File: src/rtl/alu_pkg.sv
// Shared constants for the ALU sharing block: opcodes, datapath width and requester indices.
package alu_pkg;

    localparam int ALU_WIDTH = 32;
    localparam int ALU_OPW   = 3;

    localparam logic [ALU_OPW-1:0] ALU_ADD = 3'b000;
    localparam logic [ALU_OPW-1:0] ALU_SUB = 3'b001;
    localparam logic [ALU_OPW-1:0] ALU_AND = 3'b010;
    localparam logic [ALU_OPW-1:0] ALU_OR  = 3'b011;
    localparam logic [ALU_OPW-1:0] ALU_SLT = 3'b101;

    localparam int REQ_EXEC = 0;
    localparam int REQ_ADDR = 1;

endpackage

File: src/rtl/alu.sv
// Combinational ALU: add/sub/and/or/unsigned set-less-than; unknown opcodes give 0.
module alu
    import alu_pkg::*;
#(
    parameter int WIDTH = ALU_WIDTH,
    parameter int OPW   = ALU_OPW
) (
    input  logic [WIDTH-1:0] a,
    input  logic [WIDTH-1:0] b,
    input  logic [OPW-1:0]   op,
    output logic [WIDTH-1:0] result,
    output logic             zero
);

    always_comb begin
        result = '0;
        case (op)
            ALU_ADD: result = a + b;
            ALU_SUB: result = a - b;
            ALU_AND: result = a & b;
            ALU_OR:  result = a | b;
            ALU_SLT: result = {{(WIDTH-1){1'b0}}, (a < b)};
            default: result = '0;
        endcase
    end

    assign zero = (result == '0);

endmodule

File: src/rtl/rr_arb2.sv
// Two-way round-robin grant; prio names the port that wins when both are valid.
module rr_arb2 (
    input  logic       clk,
    input  logic       rst,
    input  logic [1:0] valid,
    output logic [1:0] grant
);

    logic prio_q;
    logic prio_d;

    always_comb begin
        grant[0] = !rst && valid[0] && (!valid[1] || !prio_q);
        grant[1] = !rst && valid[1] && (!valid[0] ||  prio_q);
    end

    // The port just served drops to lowest priority.
    always_comb begin
        prio_d = prio_q;
        if (grant[0]) begin
            prio_d = 1'b1;
        end else if (grant[1]) begin
            prio_d = 1'b0;
        end
    end

    always_ff @(posedge clk) begin
        if (rst) begin
            prio_q <= 1'b0;
        end else begin
            prio_q <= prio_d;
        end
    end

endmodule

File: src/rtl/alu_share_arbiter.sv
// Shares one combinational ALU between the execute datapath (port 0) and the address helper (port 1).
module alu_share_arbiter
    import alu_pkg::*;
#(
    parameter int WIDTH = ALU_WIDTH,
    parameter int OPW   = ALU_OPW
) (
    input  logic             clk,
    input  logic             rst,

    input  logic             req0_valid,
    output logic             req0_ready,
    input  logic [WIDTH-1:0] req0_a,
    input  logic [WIDTH-1:0] req0_b,
    input  logic [OPW-1:0]   req0_op,
    output logic             rsp0_valid,
    output logic [WIDTH-1:0] rsp0_result,
    output logic             rsp0_zero,

    input  logic             req1_valid,
    output logic             req1_ready,
    input  logic [WIDTH-1:0] req1_a,
    input  logic [WIDTH-1:0] req1_b,
    input  logic [OPW-1:0]   req1_op,
    output logic             rsp1_valid,
    output logic [WIDTH-1:0] rsp1_result,
    output logic             rsp1_zero
);

    logic [1:0]       grant;
    logic [WIDTH-1:0] alu_a;
    logic [WIDTH-1:0] alu_b;
    logic [OPW-1:0]   alu_op;
    logic [WIDTH-1:0] alu_result;
    logic             alu_zero;

    logic             rsp0_valid_q, rsp0_valid_d;
    logic [WIDTH-1:0] rsp0_result_q, rsp0_result_d;
    logic             rsp0_zero_q, rsp0_zero_d;
    logic             rsp1_valid_q, rsp1_valid_d;
    logic [WIDTH-1:0] rsp1_result_q, rsp1_result_d;
    logic             rsp1_zero_q, rsp1_zero_d;

    rr_arb2 u_arb (
        .clk   (clk),
        .rst   (rst),
        .valid ({req1_valid, req0_valid}),
        .grant (grant)
    );

    // Port 0 operands also feed the ALU when idle; the result is only captured on a grant.
    always_comb begin
        alu_a  = req0_a;
        alu_b  = req0_b;
        alu_op = req0_op;
        if (grant[REQ_ADDR]) begin
            alu_a  = req1_a;
            alu_b  = req1_b;
            alu_op = req1_op;
        end
    end

    alu #(
        .WIDTH (WIDTH),
        .OPW   (OPW)
    ) u_alu (
        .a      (alu_a),
        .b      (alu_b),
        .op     (alu_op),
        .result (alu_result),
        .zero   (alu_zero)
    );

    always_comb begin
        rsp0_valid_d  = grant[REQ_EXEC];
        rsp0_result_d = rsp0_result_q;
        rsp0_zero_d   = rsp0_zero_q;
        rsp1_valid_d  = grant[REQ_ADDR];
        rsp1_result_d = rsp1_result_q;
        rsp1_zero_d   = rsp1_zero_q;
        if (grant[REQ_EXEC]) begin
            rsp0_result_d = alu_result;
            rsp0_zero_d   = alu_zero;
        end
        if (grant[REQ_ADDR]) begin
            rsp1_result_d = alu_result;
            rsp1_zero_d   = alu_zero;
        end
    end

    always_ff @(posedge clk) begin
        if (rst) begin
            rsp0_valid_q  <= 1'b0;
            rsp0_result_q <= '0;
            rsp0_zero_q   <= 1'b1;
            rsp1_valid_q  <= 1'b0;
            rsp1_result_q <= '0;
            rsp1_zero_q   <= 1'b1;
        end else begin
            rsp0_valid_q  <= rsp0_valid_d;
            rsp0_result_q <= rsp0_result_d;
            rsp0_zero_q   <= rsp0_zero_d;
            rsp1_valid_q  <= rsp1_valid_d;
            rsp1_result_q <= rsp1_result_d;
            rsp1_zero_q   <= rsp1_zero_d;
        end
    end

    assign req0_ready  = grant[REQ_EXEC];
    assign req1_ready  = grant[REQ_ADDR];
    assign rsp0_valid  = rsp0_valid_q;
    assign rsp0_result = rsp0_result_q;
    assign rsp0_zero   = rsp0_zero_q;
    assign rsp1_valid  = rsp1_valid_q;
    assign rsp1_result = rsp1_result_q;
    assign rsp1_zero   = rsp1_zero_q;

endmodule

File: config.mk
export PLATFORM = sky130hd
export DESIGN_NAME = alu_share_arbiter
export DESIGN_NICKNAME = d
export VERILOG_FILES = /design/src/rtl/alu_pkg.sv /design/src/rtl/alu.sv /design/src/rtl/rr_arb2.sv /design/src/rtl/alu_share_arbiter.sv
export SDC_FILE = /design/constraint.sdc
export NUM_CORES = 1
export LEC_CHECK = 0
export BUFFER_PORTS_ARGS = -buffer_cell sky130_fd_sc_hd__clkbuf_2
export CAP_MARGIN = 30
export CELL_PAD_IN_SITES_DETAIL_PLACEMENT = 1
export CELL_PAD_IN_SITES_GLOBAL_PLACEMENT = 1
export CORE_MARGIN = 2
export CORE_UTILIZATION = 43
export CTS_CLUSTER_DIAMETER = 120
export CTS_CLUSTER_SIZE = 40
export DETAILED_ROUTE_END_ITERATION = 16
export GPL_ROUTABILITY_DRIVEN = 0
export PLACE_DENSITY_LB_ADDON = 0.3
export RECOVER_POWER = 25
export SYNTH_ARGS = -nofsm -noshare
export SYNTH_HDL_FRONTEND = slang
export SYNTH_SLANG_ARGS = --single-unit
File: constraint.sdc
create_clock -name clk -period 7.6 [get_ports clk]
set_input_delay 1.14 -clock clk [delete_from_list [all_inputs] [get_ports clk]]
set_output_delay 1.14 -clock clk [all_outputs]
set_load 0.05 [all_outputs]
# Yosys cells after proc, flatten, opt, wreduce, memory -nomap -nowiden
# Cells that the tools add are included.
[totals] out_inout_bits=70 input_bits=138 ff_bits=69
[op_classes] n_lt_le_gt_ge=1 mux=6 n_addsub=2 bitwise=2 n_reduce_logical=13 eq_ne=4
[ops] cell="32-bit case mux with 5 select lines" n=1
[ops] cell="32-bit two-way mux" n=2
[ops] cell="32-bit adder" n=1
[ops] cell="32-bit AND" n=1
[ops] cell="32-bit logical NOT" n=1
[ops] cell="32-bit < comparator" n=1
[ops] cell="32-bit OR" n=1
[ops] cell="32-bit subtractor" n=1
[ops] cell="3-bit by 2-bit equality test with 1-bit output (second input constant)" n=2
[ops] cell="1-bit logical AND" n=4
[ops] cell="1-bit logical NOT" n=4
[ops] cell="3-bit by 1-bit equality test with 1-bit output (second input constant)" n=1
[ops] cell="3-bit equality test (second input constant)" n=1
[ops] cell="3-bit logical NOT" n=1
[ops] cell="3-bit two-way mux" n=1
[ops] cell="1-bit logical OR" n=2
[ops] cell="1-bit two-way mux" n=2
[ops] cell="2-bit nonzero test" n=1

# Longest topological paths before layout
# Gate-level depths: netlist of the first run.
[logic_depth] depth_word=7 mapped_depth=24 ltp_nobuf=20

# By module
# From an unflattened synthesis of the first run, not the netlist that was laid out.
[unflattened] hier_cells=1106 area_unflattened_um2=8520.7
[by_module_without_submodules] module="alu" seq_area_each_um2=0.0 cells_per_inst=807 area_per_inst_um2=5241.3 n_inst=1
[by_module_without_submodules] module="alu_share_arbiter" seq_area_each_um2=1361.3 cells_per_inst=292 area_per_inst_um2=3210.6 n_inst=1
[by_module_without_submodules] module="rr_arb2" seq_area_each_um2=20.0 cells_per_inst=7 area_per_inst_um2=68.8 n_inst=1

# Worst setup path after synthesis of the first run
# OpenSTA, ideal clock, no wires.
[synth_timing] kind="input to register" from="in rst" to="reg rsp0_zero_q (netlist: rsp0_zero)" cell_stages=23 arrival_time_ps=5362 slack_ps=2168 setup_time_ps=70 n_path_buf=4 required_ps=7530 path_cell_list="buf_2 -> nor2b_2 -> buf_4 -> nand2_2 -> inv_2 -> clkbuf_1 -> clkbuf_1 -> nand2_1 -> nand2_1 -> ha_1 -> inv_1 -> fa_1 -> nor2b_1 -> o311ai_2 -> a21o_1 -> and4_1 -> a21oi_1 -> a221o_1 -> a221oi_2 -> nand4_1 -> nor4_1 -> nand2_1 -> o21ai_1"
[synth_between] elab_chain_cells=7 word_cells_on_any_way=20
[synth_rtl] element="start: declaration" line="alu_share_arbiter.sv:9" text="input logic rst,"
[synth_rtl] element="1-bit logical NOT" line="rr_arb2.sv:13, rr_arb2.sv:14"
[synth_rtl] element="1-bit logical AND (2 in a row)" line="rr_arb2.sv:14" text="grant[1] = !rst && valid[1] && (!valid[0] || prio_q);"
[synth_rtl] element="32-bit two-way mux / 3-bit two-way mux (equally long branches)" line="alu_share_arbiter.sv:56" text="if (grant[REQ_ADDR]) begin"
[synth_rtl] element="32-bit subtractor, or another cell as far along" line="alu.sv:19" text="ALU_SUB: result = a - b;"
[synth_rtl] element="32-bit case mux with 5 select lines" line="alu.sv:17" text="case (op)"
[synth_rtl] element="32-bit logical NOT" line="alu.sv:27" text="assign zero = (result == '0);"
[synth_rtl] element="end signal: assignment" line="alu_share_arbiter.sv:102" text="rsp0_zero_q <= rsp0_zero_d;"
[synth_rtl] element="end: declaration" line="alu_share_arbiter.sv:39" text="logic rsp0_zero_q, rsp0_zero_d;"
# Parallel ways exist; a longest one is shown, timed or not.
# A chain may end at the register's enable or synchronous reset.

# Worst setup path in the final report of the first run
[layout_timing] from="in req1_valid" to="reg rsp1_zero_q (netlist: rsp1_zero)"
[layout_between] elab_chain_cells=6 word_cells_on_any_way=17
[layout_rtl] element="start: declaration" line="alu_share_arbiter.sv:20" text="input logic req1_valid,"
[layout_rtl] element="1-bit logical AND * (2 in a row)" line="rr_arb2.sv:14"
[layout_rtl] element="32-bit two-way mux / 3-bit two-way mux (equally long branches)" line="alu_share_arbiter.sv:56"
[layout_rtl] element="32-bit subtractor, or another cell as far along" line="alu.sv:19"
[layout_rtl] element="32-bit case mux with 5 select lines" line="alu.sv:17"
[layout_rtl] element="32-bit logical NOT" line="alu.sv:27"
[layout_rtl] element="end signal: assignment" line="alu_share_arbiter.sv:105" text="rsp1_zero_q <= rsp1_zero_d;"
[layout_rtl] element="end: declaration" line="alu_share_arbiter.sv:42" text="logic rsp1_zero_q, rsp1_zero_d;"
# Every way passes the cells marked *; elsewhere a longest branch is shown, timed or not.

==> qor.tcl, run 1 <==
set qor(drive_above_1_share_pct) 15.9
set qor(asyncSetResetFlopFracSynth_pct) 0
set qor(drc) 0
set qor(cts.clk_slew.worst_paths_ns) 0.06
set qor(ys_seq_elements) 69
set qor(fin_hold_viols) 0
set qor(n_antenna_cell) 0
set qor(synthDistinctLibCells) 93
set qor(synth_edf_count) 0
set qor(postPlaceCellArea_um2) 10300
set qor(switching_share_pct) 49.3
set qor(antenna_found_initial) 0
set qor(synthesis.area_um2) 9200
set qor(critical_path.startpoint_type) {input pin}
set qor(finalWorstPathRequiredPeriod_ns) 6.49
set qor(netSwitchingPower_uw) 920
set qor(timing.setup.tns_ns) 0
set qor(dp.cells) 1762
set qor(yosys.area.top_type) {sky130_fd_sc_hd__dfxtp_1}
set qor(cell_internal_pwr_uw) 944
set qor(num-fill-cells) 2902
set qor(drt_pre_antenna_iters) 5
set qor(final_cell_area_um2) 10500
set qor(top_cells_by_area_synth) {sky130_fd_sc_hd__dfxtp_1 (15%), sky130_fd_sc_hd__ha_1 (14%), sky130_fd_sc_hd__nand2_1 (11%), sky130_fd_sc_hd__a21oi_1 (4.8%), sky130_fd_sc_hd__nor2_1 (4.8%)}
set qor(post_drt_wl_per_cell_um) 20.3
set qor(synthDominantCellAreaShare_pct) 15.0
set qor(cts-htree-levels) 3
set qor(drv_slew) 71
set qor(die_w_um) 150
set qor(main_flop_type_after_synthesis) {sky130_fd_sc_hd__dfxtp_1}
set qor(seqPwrFrac_pct) 22.5
set qor(die_area_um2) 22600
set qor(end_kind) {register}
set qor(fin_util_pct) 50.1
set qor(die_y_um) 150
set qor(syn_to_final_growth_pct) 14.4
set qor(cts_tree) {built}
set qor(rsz0062_at_grt) {false}
set qor(peakVddDrop_mv) 0.108
set qor(clock_latency_ns) 0.33
set qor(boundaryPins) 208
set qor(detail_route.wirelength_um) 36100
set qor(synthesis.area_per_instance_um2) 6.76
set qor(cts_buffer_depth) 2
set qor(final_cells) 1780
set qor(global_route_wire_length_before_repair_um) 56100
set qor(initial_core_util_pct) 43.8
set qor(max_cap_viol_count) 1
set qor(violations) {max-capacitance violations, max-slew violations}
set qor(drt-vias-per-instance) 6.16
set qor(fin_worst_skew_ns) 0.00561
set qor(final_common_cell) {sky130_fd_sc_hd__nand2_1}
set qor(finalCritPeriodShare_pct) 85.4
set qor(power_density_nw_per_um2) 177
set qor(global_route.usage.total_pct) 30.9
set qor(p_leak_uw) 0.00496
set qor(cts-buffers-inserted) 9
set qor(detail_route.iter0.violations) 793
set qor(worst_slew_pin_slew_ns) 2.69
set qor(antenna_left) 0
set qor(net_count_of_the_mapped_netlist) 1601
set qor(floorplan.rows) 53
set qor(layout.area.seq_um2) 1380
set qor(status) {finished, violations left}
set qor(num-nets-final) 1740
set qor(yosys_warnings) 0
set qor(cts.hold.buffers_added) 0
set qor(power.share.clock_pct) 20.7
set qor(vias) 11000
set qor(most_frequent_cells_in_the_layout) {sky130_fd_sc_hd__nand2_1 (273), sky130_fd_sc_hd__clkbuf_2 (175), sky130_fd_sc_hd__nor2_1 (117)}
set qor(cts.root.buffer_cell) {sky130_fd_sc_hd__clkbuf_16}
set qor(grt_pass1_vias) 10500
set qor(cts_setup_buffers) 0
set qor(setup_viol) 0
set qor(core_area_um2) 21000
set qor(grt_overflow) 0
set qor(critical_path_class) {in2reg}
set qor(clock-sinks) 69
set qor(worst_hold_path_type) {reg2reg}
set qor(achievable-frequency_mhz) 154
set qor(ys_seq_area_share_pct) 15.0
set qor(logic_gate_share_of_total_power_pct) 56.8
set qor(worst_slew_margin_rel_pct) -79.5
set qor(cp_data_required_time_ns) 7.85
set qor(place.port_buffers) 207
set qor(hpwlAfterDp_um) 28400
set qor(postCtsResizedCells) 0
set qor(grt_max_degree) 71
set qor(netlist_instances) 1361
set qor(multiInputGateArea_um2) 7050
set qor(crit_fanout) 51
set qor(crit_arrival_ns) 6.74
layout make-up:
class | count | share of cell area (%)
Multi-Input combinational cell | 1097 | 67.0
Sequential cell | 69 | 13.1
Timing Repair Buffer | 218 | 10.3
Inverter | 105 | 3.74
Tap cell | 275 | 3.27
Clock buffer | 9 | 2.14
Clock inverter | 7 | 0.476
stage by stage:
step	power (uW)	worst slack, ns	hold slack [ns]
finish	1860	1.11	0.470
global route	1970	0.669	0.496
CTS	1840	1.16	0.464
detailed placement	1450	0.902	0.459
global placement	1430	1.04	0.448
floorplan	1160	2.17	0.471
worst paths after layout:
path	startpoint	to	slack, ns	depth (start not counted)
setup / recovery	req1_valid	rsp1_zero$_SDFFE_PP1N_	1.11	20
hold / removal	rsp0_result[26]$_SDFFE_PP0P_	rsp0_result[26]$_SDFFE_PP0P_	0.47	2
setup reg to reg	u_arb.prio_q$_SDFFE_PP0P_	rsp1_zero$_SDFFE_PP1N_	1.66	19
hold reg to reg	rsp0_result[26]$_SDFFE_PP0P_	rsp0_result[26]$_SDFFE_PP0P_	0.47	2
cell families after synthesis:
family                     share of synthesized area (%)
buffers and inverters                               8.57
muxes                                               1.55
adders and majority gates                           14.0
and+or+nand+nor                                     28.9
AOI/OAI and AO/OA                                   31.2
xor gates and xnor gates                           0.667
DFF                                                 15.0
synthesized netlist by cell type, drive strengths merged (7+ instances only):
master	instances
a31oi	8
o21ai	81
nor2b	16
nor4	13
nor2	118
or2	8
o21a	8
a211oi	51
ha	100
nand3	14
inv	105
o21bai	8
o31ai	17
xnor2	7
a21oi	89
nand2	274
a21o	14
o211a	10
dfxtp	69
buf	35
clkbuf	55
o311ai	8
o211ai	19
or3	10
and2	8
mux2i	12
nand4	17
nand3b	35
nor3	21
nand2b	14
a221oi	11
power groups by stage:
| stage | Clock, uW | Combinational (uW) | Sequential, uW |
|---|---|---|---|
| final | 385 | 1060 | 419 |
| after global routing | 406 | 1140 | 422 |
| after CTS | 387 | 1040 | 418 |
| after detailed placement | 0 | 1030 | 426 |
| after global placement | 0 | 1000 | 424 |
| after floorplan | 0 | 625 | 540 |
sequential cells by signal (all words and copies together) (netlist names):
register and flops:
rsp0_result 32, rsp1_zero 1, rsp1_result 32, u_arb.prio_q 1, rsp1_valid 1, rsp0_valid 1
rsp0_zero 1
worst max-delay path: stages:
cell and delay, ns:
sky130_fd_sc_hd__clkbuf_2 0.13, sky130_fd_sc_hd__nor2b_2 0.48, sky130_fd_sc_hd__nand2_4 0.40, sky130_fd_sc_hd__inv_2 0.66, sky130_fd_sc_hd__nand2_1 0.11, sky130_fd_sc_hd__nand2_1 0.15, sky130_fd_sc_hd__ha_1 0.19, sky130_fd_sc_hd__inv_1 0.06
sky130_fd_sc_hd__fa_1 0.46, sky130_fd_sc_hd__nor2b_1 0.18, sky130_fd_sc_hd__o311ai_2 0.43, sky130_fd_sc_hd__a21o_1 0.26, sky130_fd_sc_hd__and4_1 0.28, sky130_fd_sc_hd__a21oi_1 0.16, sky130_fd_sc_hd__a221o_1 0.39, sky130_fd_sc_hd__a221oi_2 0.39
sky130_fd_sc_hd__nand4_1 0.24, sky130_fd_sc_hd__nor4_1 0.32, sky130_fd_sc_hd__nand2_1 0.13, sky130_fd_sc_hd__o21ai_1 0.16
routing by layer:
| metal | wire length, um | global-route usage, % | share of wire (%) | up-vias |
|---|---|---|---|---|
| met4 | 990 | 9.39 | 2.7 | 0 |
| met3 | 3000 | 3.97 | 8.3 | 68 |
| met1 | 15700 | 41.4 | 43 | 5296 |
| met2 | 16500 | 51.6 | 46 | 502 |
| met5 | 0 | 0 | 0 | - |
| li1 | - | - | - | 5101 |
Note: power is estimated with default switching activity, not from simulation.
==> inputs of run 2 (changes only) <==
--- a/config.mk
+++ b/config.mk
@@ -15,6 +15,7 @@
 export CTS_CLUSTER_SIZE = 40
 export DETAILED_ROUTE_END_ITERATION = 16
 export GPL_ROUTABILITY_DRIVEN = 0
+export GPL_TIMING_DRIVEN = 0
 export PLACE_DENSITY_LB_ADDON = 0.3
 export RECOVER_POWER = 25
 export SYNTH_ARGS = -nofsm -noshare
==> qor.tcl, run 2 (synthesis results as in run 1) <==
set qor(timing.critical_path.slowest_cell_delay_ns) 0.56
set qor(setup_viol) 0
set qor(cell_internal_pwr_uw) 1060
set qor(crit_path_cell_chain) {clkbuf_2 > nor2b_2 > buf_4 > nand2_2 > clkbuf_1 > clkbuf_2 > mux2i_1 > inv_1 > ha_1 > a211oi_1 > o21ai_1 > a211oi_2 > a211oi_1 > a311o_1 > a221oi_2 > nor4b_2 > nand4_1 > nor4_1 > nand2_1 > o21ai_1}
set qor(max_stage_delay_cell_worst_path) {sky130_fd_sc_hd__clkbuf_1}
set qor(power.share.clock_pct) 24.3
set qor(die_y_um) 150
set qor(syn_to_final_growth_pct) 18.1
set qor(worst_slew_pin_slew_ns) 1.04
set qor(die_area_um2) 22600
set qor(core_area_um2) 21000
set qor(clock_latency_ns) 0.34
set qor(power_density_nw_per_um2) 185
set qor(cp_data_required_time_ns) 7.85
set qor(worst_slew_margin_rel_pct) 30.5
set qor(timing.setup.tns_ns) 0
set qor(most_frequent_cells_in_the_layout) {sky130_fd_sc_hd__nand2_1 (273), sky130_fd_sc_hd__clkbuf_2 (172), sky130_fd_sc_hd__nor2_1 (117)}
set qor(postPlaceCellArea_um2) 10600
set qor(logic_gate_share_of_total_power_pct) 54.6
set qor(finalWorstPathRequiredPeriod_ns) 7.16
set qor(timing.critical_path.buf_inv) 5
set qor(grt_max_degree) 12
set qor(cts-buffers-inserted) 9
set qor(antenna_left) 0
set qor(cts_setup_buffers) 0
set qor(drc) 0
set qor(achievable-frequency_mhz) 140
set qor(final_cell_area_um2) 10900
set qor(cts-htree-levels) 3
set qor(fin_hold_viols) 0
set qor(seqPwrFrac_pct) 21.0
set qor(p_leak_uw) 0.00514
set qor(fin_worst_skew_ns) 0.00545
set qor(n_antenna_cell) 0
set qor(crit_arrival_ns) 7.41
set qor(finalCritPeriodShare_pct) 94.2
set qor(holdWs_ns) 0.478
set qor(drt-vias-per-instance) 6.23
set qor(drv_slew) 0
set qor(global_route_wire_length_before_repair_um) 62600
set qor(end_kind) {register}
set qor(die_w_um) 150
set qor(max_cap_viol_count) 0
set qor(cts.hold.buffers_added) 0
set qor(cts_buffer_depth) 2
set qor(cts.clk_slew.worst_paths_ns) 0.06
set qor(post_drt_wl_per_cell_um) 21.8
set qor(crit_fanout) 10
set qor(drt_pre_antenna_iters) 5
set qor(antenna_found_initial) 0
set qor(peakVddDrop_mv) 0.123
set qor(netSwitchingPower_uw) 945
set qor(cts_tree) {built}
set qor(global_route.usage.total_pct) 35.3
set qor(fin_total_pwr_uw) 2010
set qor(critical_path_class) {in2reg}
set qor(cpLargestDelayFamily) {compound AO/OA/AOI/OAI gates}
set qor(drive_above_1_share_pct) 16.2
set qor(boundaryPins) 208
set qor(clock-sinks) 69
set qor(grt_overflow) 0
set qor(cts.root.buffer_cell) {sky130_fd_sc_hd__clkbuf_16}
set qor(place.port_buffers) 204
set qor(critical_path.startpoint_type) {input pin}
set qor(pre_cts_slack_ns) 0.143
set qor(postCtsResizedCells) 0
set qor(final_common_cell) {sky130_fd_sc_hd__nand2_1}
set qor(hpwlAfterDp_um) 32400
set qor(grt_pass1_vias) 11500
set qor(vias) 11600
set qor(switching_share_pct) 47.1
set qor(detail_route.iter0.violations) 909
set qor(status) {completed}
set qor(final.setup.worst_slack_ns) 0.442
set qor(initial_core_util_pct) 43.8
set qor(worst_hold_path_type) {reg2reg}
set qor(detail_route.wirelength_um) 40400
set qor(rsz0062_at_grt) {false}
set qor(num-nets-final) 1816
set qor(floorplan.rows) 53
==> run 2: final timing paths <==
check                                                   from                           end  slack, ns  cells after the start
worst max register to register     u_arb.prio_q$_SDFFE_PP0P_        rsp0_zero$_SDFFE_PP1P_       0.98                     19
worst min-delay path            rsp0_result[25]$_SDFFE_PP0P_  rsp0_result[25]$_SDFFE_PP0P_       0.48                      2
worst max-delay path                              req1_valid        rsp0_zero$_SDFFE_PP1P_       0.44                     20
worst min register to register  rsp0_result[25]$_SDFFE_PP0P_  rsp0_result[25]$_SDFFE_PP0P_       0.48                      2
==> run 2: worst register-to-register path, delay by kind of cell, from the launching register on <==
family / cells / cell delay (ns)
AOI/OAI and AO/OA: 7 / 2.45
and+or+nand+nor: 6 / 1.64
buffers and inverters: 4 / 1.43
adders and majority gates: 1 / 0.35
muxes: 1 / 0.34
DFF: 1 / 0.33
==> run 2: final cells by class <==
cell class | instances | area, um2
clock buffer | 12 | 246
fill | 2897 | 10200
sequential | 69 | 1380
buffer | 89 | 392
inverter | 105 | 394
timing repair buffer | 205 | 983
clock inverter | 4 | 95.1
multi-input combinational | 1097 | 7030
tap | 275 | 344
==> run 2: per-layer routing <==
layer | global-route usage [%] | vias up | wire, um
li1 | - | 5260 | -
met1 | 45.3 | 5561 | 16400
met2 | 58.5 | 621 | 18300
met3 | 4.21 | 121 | 3690
met4 | 17.5 | 0 | 1960
met5 | 0 | - | 0
==> run 2: stage by stage <==
stage	util, %	std cells
after detailed placement	50.3	1841
after floorplan	-	1361
after global routing	51.7	1856
final	51.7	1856
after global placement	50.2	1840
after CTS	51.9	1857
==> run 2: power by group through the flow <==
stage                     Combinational [uW]  Clock, uW  Sequential (uW)
final                                   1100        488              422
after global routing                    1180        501              424
after CTS                               1070        483              422
after detailed placement                1060          0              428
after global placement                  1030          0              425
after floorplan                          625          0              540
==> inputs of run 3 (changes only) <==
--- a/config.mk
+++ b/config.mk
@@ -9,8 +9,7 @@
 export CAP_MARGIN = 30
 export CELL_PAD_IN_SITES_DETAIL_PLACEMENT = 1
 export CELL_PAD_IN_SITES_GLOBAL_PLACEMENT = 1
-export CORE_MARGIN = 2
-export CORE_UTILIZATION = 43
+export CORE_UTILIZATION = 40
 export CTS_CLUSTER_DIAMETER = 120
 export CTS_CLUSTER_SIZE = 40
 export DETAILED_ROUTE_END_ITERATION = 16
==> constraint.sdc (replaced) <==
create_clock -name clk -period 7.5 [get_ports clk]
set_input_delay 1.125 -clock clk [delete_from_list [all_inputs] [get_ports clk]]
set_output_delay 1.125 -clock clk [all_outputs]
set_load 0.05 [all_outputs]
==> qor.tcl, run 3 (synthesis results as in run 1) <==
set qor(status) {completed}
set qor(hold_path_startpoint) {rsp0_result[26]$_SDFFE_PP0P_}
set qor(p_leak_uw) 0.00511
set qor(cts_tree) {built}
set qor(core_area_um2) 22600
set qor(drt_pre_antenna_iters) 5
set qor(fin_total_pwr_uw) 1910
set qor(clock_latency_ns) 0.33
set qor(clock-sinks) 69
set qor(rsz0062_at_grt) {false}
set qor(post_drt_wl_per_cell_um) 21.4
set qor(critical_path.startpoint_type) {input pin}
set qor(fin_hold_viols) 0
set qor(worst_slew_margin_rel_pct) 24.3
set qor(regToRegSetupSlack_ns) 0.87
set qor(grt_pass1_vias) 11400
set qor(drt-vias-per-instance) 6.06
set qor(drc) 0
set qor(detail_route.wirelength_um) 39900
set qor(antenna_found_initial) 0
set qor(worst_hold_path_type) {reg2reg}
set qor(cts.clk_slew.worst_paths_ns) 0.05
set qor(drive_above_1_share_pct) 16.2
set qor(cts-buffers-inserted) 9
set qor(critical_path_class) {in2reg}
set qor(fin_worst_skew_ns) 0.00486
set qor(finalWorstPathRequiredPeriod_ns) 7.15
set qor(syn_to_final_growth_pct) 17.5
set qor(finalCritPeriodShare_pct) 95.3
set qor(die_w_um) 154
set qor(drv_slew) 0
set qor(initial_core_util_pct) 40.7
set qor(end_kind) {register}
set qor(die_area_um2) 23600
set qor(final_common_cell) {sky130_fd_sc_hd__nand2_1}
set qor(cts.root.buffer_cell) {sky130_fd_sc_hd__clkbuf_16}
set qor(peakVddDrop_mv) 0.109
set qor(power_density_nw_per_um2) 177
set qor(cp_data_required_time_ns) 7.76
set qor(vias) 11300
set qor(timing.hold.worst_endpoint) {rsp0_result[26]$_SDFFE_PP0P_}
set qor(max_cap_viol_count) 0
set qor(achievable-frequency_mhz) 140
set qor(num-nets-final) 1818
set qor(min_delay_path_depth) 2
set qor(detail_route.iter0.violations) 909
set qor(r2r.worst_path.cells) 22
set qor(cts-htree-levels) 3
set qor(global_route_wire_length_before_repair_um) 62200
set qor(grt_max_degree) 11
set qor(antenna_left) 0
set qor(holdWs_ns) 0.495
set qor(cts_setup_buffers) 0
set qor(place.port_buffers) 204
set qor(hpwlAfterDp_um) 32500
set qor(grt_overflow) 0
set qor(setup_viol) 0
set qor(boundaryPins) 208
set qor(floorplan.rows) 55
set qor(crit_arrival_ns) 7.41
set qor(worst_r2r_endpoint) {rsp0_zero$_SDFFE_PP1P_}
set qor(crit_fanout) 10
set qor(most_frequent_cells_in_the_layout) {sky130_fd_sc_hd__nand2_1 (273), sky130_fd_sc_hd__clkbuf_2 (174), sky130_fd_sc_hd__nor2_1 (117)}
set qor(die_y_um) 154
set qor(worst_slew_pin_slew_ns) 1.14
set qor(rr_startpoint) {u_arb.prio_q$_SDFFE_PP0P_}
set qor(global_route.usage.total_pct) 33.3
set qor(cts_buffer_depth) 2
==> run 3: layout make-up <==
type	instances	area (um2)
repair buffers	206	988
multi-input cells	1097	7030
flip-flops and latches	69	1380
fillers	3095	11800
plain buffers	90	397
clock buffers	13	250
well taps	285	357
inverters	105	394
diodes	1	2.50
clock inverters	2	10.0
==> run 3: timing repair <==
| item | CTS | global route |
|---|---|---|
| hold buffers | 0 | 0 |
| resized for setup | 0 | 3 |
| setup endpoints to repair | 0 | 2 |
==> run 3: how the worst max path moves through the flow <==
stage	slack, ns	to	startpoint
finish	0.35	rsp0_zero$_SDFFE_PP1P_	req0_valid
global route	0.04	rsp1_zero$_SDFFE_PP1N_	req0_valid
CTS	0.32	rsp1_zero$_SDFFE_PP1N_	req0_valid
detailed placement	0.03	rsp1_zero$_SDFFE_PP1N_	req0_valid
global placement	-0.03	rsp0_zero$_SDFFE_PP1P_	req0_valid
floorplan	2.08	rsp0_zero$_SDFFE_PP1P_	rst
==> run 3: per-layer routing <==
layer	GRT usage, %	routed length [um]	vias to the layer above
met5	0	0	-
met4	17.0	1930	0
li1	-	-	5251
met1	41.7	16700	5397
met2	54.6	17900	561
met3	6.20	3400	110
==> run 3: report_power, final <==
part,internal (uW),switching (uW)
clock network,230,146
registers,403,23.1
logic,340,772
==> run 3: critical path, stage by stage <==
cell,delay [ns]
sky130_fd_sc_hd__clkbuf_2,0.14
sky130_fd_sc_hd__nand2b_1,0.10
sky130_fd_sc_hd__buf_2,0.20
sky130_fd_sc_hd__nand2_2,0.15
sky130_fd_sc_hd__clkbuf_1,0.66
sky130_fd_sc_hd__clkbuf_2,0.49
sky130_fd_sc_hd__mux2i_1,0.38
sky130_fd_sc_hd__inv_1,0.18
sky130_fd_sc_hd__ha_1,0.35
sky130_fd_sc_hd__a211oi_1,0.45
sky130_fd_sc_hd__o21ai_1,0.24
sky130_fd_sc_hd__a211oi_2,0.48
sky130_fd_sc_hd__a211oi_1,0.15
sky130_fd_sc_hd__a311o_1,0.36
sky130_fd_sc_hd__a221oi_2,0.53
sky130_fd_sc_hd__nor4b_2,0.40
sky130_fd_sc_hd__nand4_1,0.18
sky130_fd_sc_hd__nor4_1,0.50
sky130_fd_sc_hd__nand2_1,0.18
sky130_fd_sc_hd__o21ai_1,0.14
==> run 3: through the flow <==
| step | TNS (ns) | util, % | setup WS [ns] | area, um2 | instances |
|---|---|---|---|---|---|
| after floorplan | 0 | - | 2.08 | 9200 | 1361 |
| after global placement | -0.0625 | 46.9 | -0.0331 | 10600 | 1850 |
| after detailed placement | 0 | 46.9 | 0.0255 | 10600 | 1851 |
| after CTS | 0 | 48.0 | 0.317 | 10800 | 1866 |
| after global routing | 0 | 47.9 | 0.0419 | 10800 | 1867 |
| final | 0 | 47.9 | 0.350 | 10800 | 1868 |
